`src/rtl/pc_fetch_stage_if.sv`:
```
// ============================================================================
//  Module   : pc_fetch_stage_if
//  Purpose  : Fetch-stage bus bundle: PC-select loop, imem req/ack, decode valid/ready.
//  Revision : 1.0  initial release
// ============================================================================
`default_nettype none

interface pc_fetch_stage_if #(
  parameter int INSTR_W = 32
);
  logic [63:0]        npc;
  logic               redirect;
  logic [63:0]        pc;
  logic [63:0]        pc_plus4;
  logic               imem_req;
  logic [63:0]        imem_addr;
  logic               imem_ack;
  logic [INSTR_W-1:0] imem_rdata;
  logic               if_valid;
  logic               if_ready;
  logic [INSTR_W-1:0] if_instr;
  logic [63:0]        if_pc;
  logic               fetch_fault;

  modport master (
    input  npc, redirect, imem_ack, imem_rdata, if_ready,
    output pc, pc_plus4, imem_req, imem_addr, if_valid, if_instr, if_pc, fetch_fault
  );

  modport slave (
    output npc, redirect, imem_ack, imem_rdata, if_ready,
    input  pc, pc_plus4, imem_req, imem_addr, if_valid, if_instr, if_pc, fetch_fault
  );
endinterface

`default_nettype wire

```
`src/rtl/pc_fetch_stage.sv`:
```
// ============================================================================
//  Module   : pc_fetch_stage
//  Purpose  : PC register, single-outstanding imem fetch, instruction FIFO to decode.
//             Optional misaligned-PC fault enabled by macro ALIGN_CHECK_EN.
//  Revision : 1.0  initial release
// ============================================================================
`default_nettype none

module pc_fetch_stage #(
  parameter int          FIFO_DEPTH = 2,
  parameter logic [63:0] RESET_PC   = 64'h0,
  parameter int          INSTR_W    = 32
) (
  input  logic clk,
  input  logic reset,
  pc_fetch_stage_if.master bus
);

  localparam int PTR_W = (FIFO_DEPTH > 1) ? $clog2(FIFO_DEPTH) : 1;
  localparam int CNT_W = PTR_W + 1;
  localparam logic [CNT_W-1:0] C_DEPTH = CNT_W'(FIFO_DEPTH);

  typedef enum logic [0:0] {
    S_FETCH = 1'b0,
    S_DROP  = 1'b1
  } state_t;

  state_t             state_q, state_d;
  logic [63:0]        pc_q, pc_d;
  logic [63:0]        drop_addr_q, drop_addr_d;
  logic [CNT_W-1:0]   count_q, count_d;
  logic [PTR_W-1:0]   wr_ptr_q, wr_ptr_d;
  logic [PTR_W-1:0]   rd_ptr_q, rd_ptr_d;
  logic [63:0]        fifo_pc_q    [FIFO_DEPTH];
  logic [INSTR_W-1:0] fifo_instr_q [FIFO_DEPTH];

  logic        w_req;
  logic [63:0] w_addr;
  logic        w_push;
  logic        w_pop;
  logic        w_flush;
  logic        w_full;
  logic        w_align_ok;

`ifdef ALIGN_CHECK_EN
  logic fault_q, fault_d;

  assign w_align_ok = (pc_q[1:0] == 2'b00);

  // Sticky until a redirect lands on an aligned target.
  always_comb begin
    fault_d = fault_q;
    if (bus.redirect && (bus.npc[1:0] == 2'b00)) begin
      fault_d = 1'b0;
    end else if ((state_q == S_FETCH) && !w_align_ok) begin
      fault_d = 1'b1;
    end
  end

  always_ff @(posedge clk) begin
    if (reset) fault_q <= 1'b0;
    else       fault_q <= fault_d;
  end

  assign bus.fetch_fault = fault_q || ((state_q == S_FETCH) && !w_align_ok);
`else
  assign w_align_ok      = 1'b1;
  assign bus.fetch_fault = 1'b0;
`endif

  assign w_full = (count_q == C_DEPTH);

  always_comb begin
    state_d     = state_q;
    pc_d        = pc_q;
    drop_addr_d = drop_addr_q;
    w_req       = 1'b0;
    w_addr      = pc_q;
    w_push      = 1'b0;
    w_flush     = 1'b0;
    case (state_q)
      S_FETCH: begin
        w_req = !w_full && w_align_ok;
        if (bus.redirect) begin
          pc_d    = bus.npc;
          w_flush = 1'b1;
          // The unanswered request cannot be withdrawn; park it and discard its data.
          if (w_req && !bus.imem_ack) begin
            drop_addr_d = pc_q;
            state_d     = S_DROP;
          end
        end else if (w_req && bus.imem_ack) begin
          w_push = 1'b1;
          pc_d   = bus.npc;
        end
      end
      S_DROP: begin
        w_req  = 1'b1;
        w_addr = drop_addr_q;
        if (bus.redirect) begin
          pc_d    = bus.npc;
          w_flush = 1'b1;
        end
        if (bus.imem_ack) begin
          state_d = S_FETCH;
        end
      end
      default: state_d = S_FETCH;
    endcase
  end

  assign w_pop = (count_q != '0) && bus.if_ready && !w_flush;

  always_comb begin
    count_d  = count_q;
    wr_ptr_d = wr_ptr_q;
    rd_ptr_d = rd_ptr_q;
    if (w_flush) begin
      count_d  = '0;
      wr_ptr_d = '0;
      rd_ptr_d = '0;
    end else begin
      count_d = count_q + CNT_W'(w_push) - CNT_W'(w_pop);
      if (w_push) wr_ptr_d = wr_ptr_q + PTR_W'(1);
      if (w_pop)  rd_ptr_d = rd_ptr_q + PTR_W'(1);
    end
  end

  always_ff @(posedge clk) begin
    if (reset) begin
      state_q     <= S_FETCH;
      pc_q        <= RESET_PC;
      drop_addr_q <= '0;
      count_q     <= '0;
      wr_ptr_q    <= '0;
      rd_ptr_q    <= '0;
    end else begin
      state_q     <= state_d;
      pc_q        <= pc_d;
      drop_addr_q <= drop_addr_d;
      count_q     <= count_d;
      wr_ptr_q    <= wr_ptr_d;
      rd_ptr_q    <= rd_ptr_d;
    end
  end

  always_ff @(posedge clk) begin
    if (!reset && w_push) begin
      fifo_pc_q[wr_ptr_q]    <= pc_q;
      fifo_instr_q[wr_ptr_q] <= bus.imem_rdata;
    end
  end

  assign bus.pc        = pc_q;
  assign bus.pc_plus4  = pc_q + 64'd4;
  assign bus.imem_req  = w_req && !reset;
  assign bus.imem_addr = w_addr;
  assign bus.if_valid  = (count_q != '0);
  assign bus.if_instr  = fifo_instr_q[rd_ptr_q];
  assign bus.if_pc     = fifo_pc_q[rd_ptr_q];

endmodule

`default_nettype wire
```
`src/flat_wrapper.sv`:
```
// flat-port wrapper written by rule: the top's interface ports become plain ports
module pc_fetch_stage_flat 
#(
  parameter int          FIFO_DEPTH = 2,
  parameter logic [63:0] RESET_PC   = 64'h0,
  parameter int          INSTR_W    = 32
)
  (clk, reset, bus_npc, bus_redirect, bus_imem_ack, bus_imem_rdata, bus_if_ready, bus_pc, bus_pc_plus4, bus_imem_req, bus_imem_addr, bus_if_valid, bus_if_instr, bus_if_pc, bus_fetch_fault);
  pc_fetch_stage_if #(.INSTR_W(INSTR_W)) bus_i ();
  input  logic clk;
  input  logic reset;
  input wire logic [$bits(bus_i.npc)-1:0] bus_npc;
  input wire logic [$bits(bus_i.redirect)-1:0] bus_redirect;
  input wire logic [$bits(bus_i.imem_ack)-1:0] bus_imem_ack;
  input wire logic [$bits(bus_i.imem_rdata)-1:0] bus_imem_rdata;
  input wire logic [$bits(bus_i.if_ready)-1:0] bus_if_ready;
  output wire logic [$bits(bus_i.pc)-1:0] bus_pc;
  output wire logic [$bits(bus_i.pc_plus4)-1:0] bus_pc_plus4;
  output wire logic [$bits(bus_i.imem_req)-1:0] bus_imem_req;
  output wire logic [$bits(bus_i.imem_addr)-1:0] bus_imem_addr;
  output wire logic [$bits(bus_i.if_valid)-1:0] bus_if_valid;
  output wire logic [$bits(bus_i.if_instr)-1:0] bus_if_instr;
  output wire logic [$bits(bus_i.if_pc)-1:0] bus_if_pc;
  output wire logic [$bits(bus_i.fetch_fault)-1:0] bus_fetch_fault;
  assign bus_i.npc = bus_npc;
  assign bus_i.redirect = bus_redirect;
  assign bus_i.imem_ack = bus_imem_ack;
  assign bus_i.imem_rdata = bus_imem_rdata;
  assign bus_i.if_ready = bus_if_ready;
  assign bus_pc = bus_i.pc;
  assign bus_pc_plus4 = bus_i.pc_plus4;
  assign bus_imem_req = bus_i.imem_req;
  assign bus_imem_addr = bus_i.imem_addr;
  assign bus_if_valid = bus_i.if_valid;
  assign bus_if_instr = bus_i.if_instr;
  assign bus_if_pc = bus_i.if_pc;
  assign bus_fetch_fault = bus_i.fetch_fault;
  pc_fetch_stage #(.FIFO_DEPTH(FIFO_DEPTH), .RESET_PC(RESET_PC), .INSTR_W(INSTR_W)) u_core (.clk(clk), .reset(reset), .bus(bus_i));
endmodule
```
`config.mk`:
```
export PLATFORM = sky130hd
export DESIGN_NAME = pc_fetch_stage_flat
export DESIGN_NICKNAME = d
export VERILOG_FILES = /design/src/rtl/pc_fetch_stage_if.sv /design/src/rtl/pc_fetch_stage.sv /design/src/flat_wrapper.sv
export SDC_FILE = /design/constraint.sdc
export NUM_CORES = 1
export LEC_CHECK = 0
export CAP_MARGIN = 0
export CORE_MARGIN = 4
export CORE_UTILIZATION = 42
export CTS_CLUSTER_DIAMETER = 40
export CTS_CLUSTER_SIZE = 25
export DETAILED_ROUTE_END_ITERATION = 10
export GPL_ROUTABILITY_DRIVEN = 0
export GPL_TIMING_DRIVEN = 0
export PLACE_DENSITY_LB_ADDON = 0.12
export SYNTH_ARGS = -nofsm -noshare
export SYNTH_HDL_FRONTEND = slang
export SYNTH_SLANG_ARGS = --single-unit
```
`constraint.sdc`:
```
create_clock -name clk -period 5.61 [get_ports clk]
set_clock_uncertainty 0.2 [all_clocks]
set_input_delay 0.8415 -clock clk [delete_from_list [all_inputs] [get_ports clk]]
set_output_delay 0.8415 -clock clk [all_outputs]
set_load 0.01 [all_outputs]
```
==> run metrics <==
post-CTS sizing 0; drt pass-1 iters 5; maximum VDD drop 224.4 uV; Total GRT Usage 0.2251; setup bufs post-CTS 0; Post-synth EDFFs 192; outcome completed; HP Class reg -> reg; CTS tree yes; fin crit share 0.9170; I/O Buffers 389; Die Footprint 0.03533 sq mm; Max FO, Critical Path 10; antenna violations before repair 1; Post-DP Area 0.01811 sq mm; final hold vios 0; Layout area overhead 44.22%; power density cells 314.5 mW/mm^2; clock sinks 326; DR WL/cell 20.09 microns; Post-Route WL 41.53 mm; global-route wire length before repair 62.75 mm; Worst Path Buf+Inv 2; Post-Syn Instances 1,188; post-synthesis async set-or-reset flop share 0; Util after Layout 0.6185; Seq/Total Area, Yosys 0.6211; vias in the first global route 10,650; required time worst endpoint 4.57 ns; setup TNS 0 ns; critical path's slowest cell nor4_2; total power 6168 uW; Syn Area/Cell 11.45 sq um; Root Driver clkbuf_16; TritonCTS Buffers 45; crit path launch type flop; hold_buf cts 0; min Tclk post-route 5.145 ns; Slew Limit Fails 0; post-route design area 0.01962 sq mm; maximum number of pins on one net before global-route repair 58; Max Used Layer met4; DRT iter0 DRCs 547; final hold slack 0.2487 ns; drt via density 5.125; Vias 10,590; DPL Wire Length 29.27 mm; gr ovfl total 0; unrepaired setup endpoints after global routing no; synth top area cells edfxtp_1 42%, dfxtp_1 20%, mux2_2 13%; Core Rows 65; metal3 WL 3.166 mm; area share of the largest cell type after synthesis 0.4239; area of the multi-input gates 0.004796 sq mm; Max-Cap Viols 0; critical path arrival 4.10 ns; Vert. Die Dim 188.0 microns; Lkg Pwr 0.006838 uW; H-tree depth 2; initial core utilization 0.4288; metal1 wirelength 17.19 mm; Worst setup EP type output pin; number of distinct library cells after synthesis 34; Nets 1,732; Max Root-Sink Buffers 3; FF+latch area 0.008448 sq mm; antenna-violating nets left 0; final setup fails 0; Seq cells post-synth 326; critical path class reg -> out; Met2 Routed Length 19.78 mm; Slew headroom 0.2225; worst slew pin tran 1.166 ns; Yosys Warn Count 0; I/O pins 392; family with the most delay on the worst path simple AND/OR/NAND/NOR gates; cell area after synthesis 0.01360 sq mm; # DRC 0; Worst-path clk slew 0.05 ns; fmax 0.1944 GHz; Layout fillers 2,612; max incr delay on CP 0.75 ns; prevailing post-synth register cell edfxtp_1; Post-Syn Nets 1,292; share of layout cells above drive strength 1 0.1526; Clk Latency, worst-skew pair 0.52 ns; critical-path cell list ha_1 > nand3_1 > nor4_2 > nand4_1 > buf_2 > nor3_1 > xor2_1 > clkdlybuf4s50_1; CORE AREA 0.03172 sq mm; post-synth top area cell edfxtp_1; die width 188.0 microns
tightest hold or removal path: stages, from the launching register on:
cell and delay [ns]:
dfxtp_1 0.30, nand2_1 0.05, a21oi_1 0.05
layout by cell type (no fill, tap or decap), types with 2 or more instances in the layout:
| cell | netlist | layout |
|---|---|---|
| buf_12 | 0 | 3 |
| nor4_1 | 4 | 4 |
| inv_1 | 9 | 9 |
| nand3_1 | 23 | 23 |
| nor3_1 | 23 | 22 |
| nor2_1 | 29 | 27 |
| o21ai_0 | 7 | 7 |
| buf_4 | 3 | 3 |
| xor2_1 | 36 | 36 |
| nor4_2 | 3 | 3 |
| clkinvlp_4 | 0 | 3 |
| xnor2_1 | 28 | 28 |
| mux2_2 | 153 | 153 |
| dfxtp_1 | 134 | 134 |
| or2_2 | 3 | 3 |
| nand2_1 | 294 | 294 |
| clkinv_2 | 0 | 5 |
| and4_1 | 3 | 3 |
| bufinv_16 | 0 | 3 |
| clkbuf_2 | 3 | 3 |
| nand4_1 | 14 | 14 |
| inv_8 | 0 | 2 |
| ha_1 | 3 | 3 |
| clkinv_1 | 0 | 5 |
| clkbuf_8 | 0 | 4 |
| buf_2 | 5 | 5 |
| a21oi_1 | 129 | 129 |
| clkdlybuf4s50_1 | 0 | 389 |
| or3_1 | 2 | 2 |
| clkbuf_1 | 74 | 79 |
| and3_1 | 4 | 3 |
| inv_6 | 0 | 5 |
| clkinv_4 | 0 | 4 |
| edfxtp_1 | 192 | 192 |
| clkbuf_16 | 0 | 47 |
report_power, final:
group          internal, uW  switching, uW
sequential             2610           79.8
combinational           363            322
clock                  1740           1050
total                  4710           1460
cell type report:
class / instances / area share
antenna: 1 / 0.0001276
timing repair buffer: 393 / 0.2030
clock buffer: 56 / 0.06372
inverter: 9 / 0.001722
sequential: 326 / 0.4307
multi-input combinational: 767 / 0.2445
clock inverter: 27 / 0.01314
buffer: 86 / 0.01754
tap: 402 / 0.02564
logic make-up (layout without fill, tap and decap cells):
| logic type | after synthesis | after routing | share of synthesized area |
|---|---|---|---|
| multiplexers | 153 | 153 | 0.1267 |
| AND/OR/NAND/NOR | 410 | 410 | 0.1302 |
| buffers and inverters | 95 | 571 | 0.02778 |
| adder cells (fa/ha/maj) | 3 | 3 | 0.002760 |
| other | 1 | 2 | 0.0002757 |
| flip-flops | 326 | 326 | 0.6211 |
| AO/OA/AOI/OAI | 136 | 136 | 0.05004 |
| XOR/XNOR | 64 | 64 | 0.04121 |
synthesized netlist by cell type, drive strengths merged, types with 15 or more instances:
master and n:
nand2 294, edfxtp 192, mux2 153, dfxtp 134, a21oi 129, clkbuf 77
xor2 36, nor2 29, xnor2 28, nand3 23, nor3 23, nand4 15
registers in the layout (all words and copies together) (netlist names), named ones only:
| name | flops |
|---|---|
| u_core.fifo_instr_q | 64 |
| u_core.drop_addr_q | 64 |
| u_core.state_q | 1 |
| u_core.rd_ptr_q | 1 |
| u_core.fifo_pc_q | 128 |
| u_core.wr_ptr_q | 1 |
| u_core.bus.pc | 64 |
| u_core.count_q | 2 |
metal layers:
layer | track usage | up-vias
met5 | 0 | -
met1 | 0.2851 | 5084
li1 | - | 5043
met4 | 0.07990 | 0
met2 | 0.3733 | 384
met3 | 0.06087 | 82
final timing paths:
kind         cells after the start                               start  slack (ns)                                  to
min reg2reg                      2  u_core.drop_addr_q[1]$_SDFFE_PP0P_        0.25  u_core.drop_addr_q[1]$_SDFFE_PP0P_
max                              8       u_core.bus.pc[2]$_SDFFE_PP0P_        0.47                    bus_pc_plus4[46]
max reg2reg                      8        u_core.count_q[0]$_SDFF_PP0_        2.64      u_core.bus.pc[59]$_SDFFE_PP0P_
min                              2  u_core.drop_addr_q[1]$_SDFFE_PP0P_        0.25  u_core.drop_addr_q[1]$_SDFFE_PP0P_
per-stage QoR:
stage / instances / worst slack (ns)
global placement: 1979 / -1.174
floorplan: 1188 / 1.233
detailed placement: 1983 / 1.031
global route: 2067 / 0.2211
finish: 2067 / 0.4654
CTS: 2066 / 0.4470
Note: power is estimated with default switching activity, not from simulation.
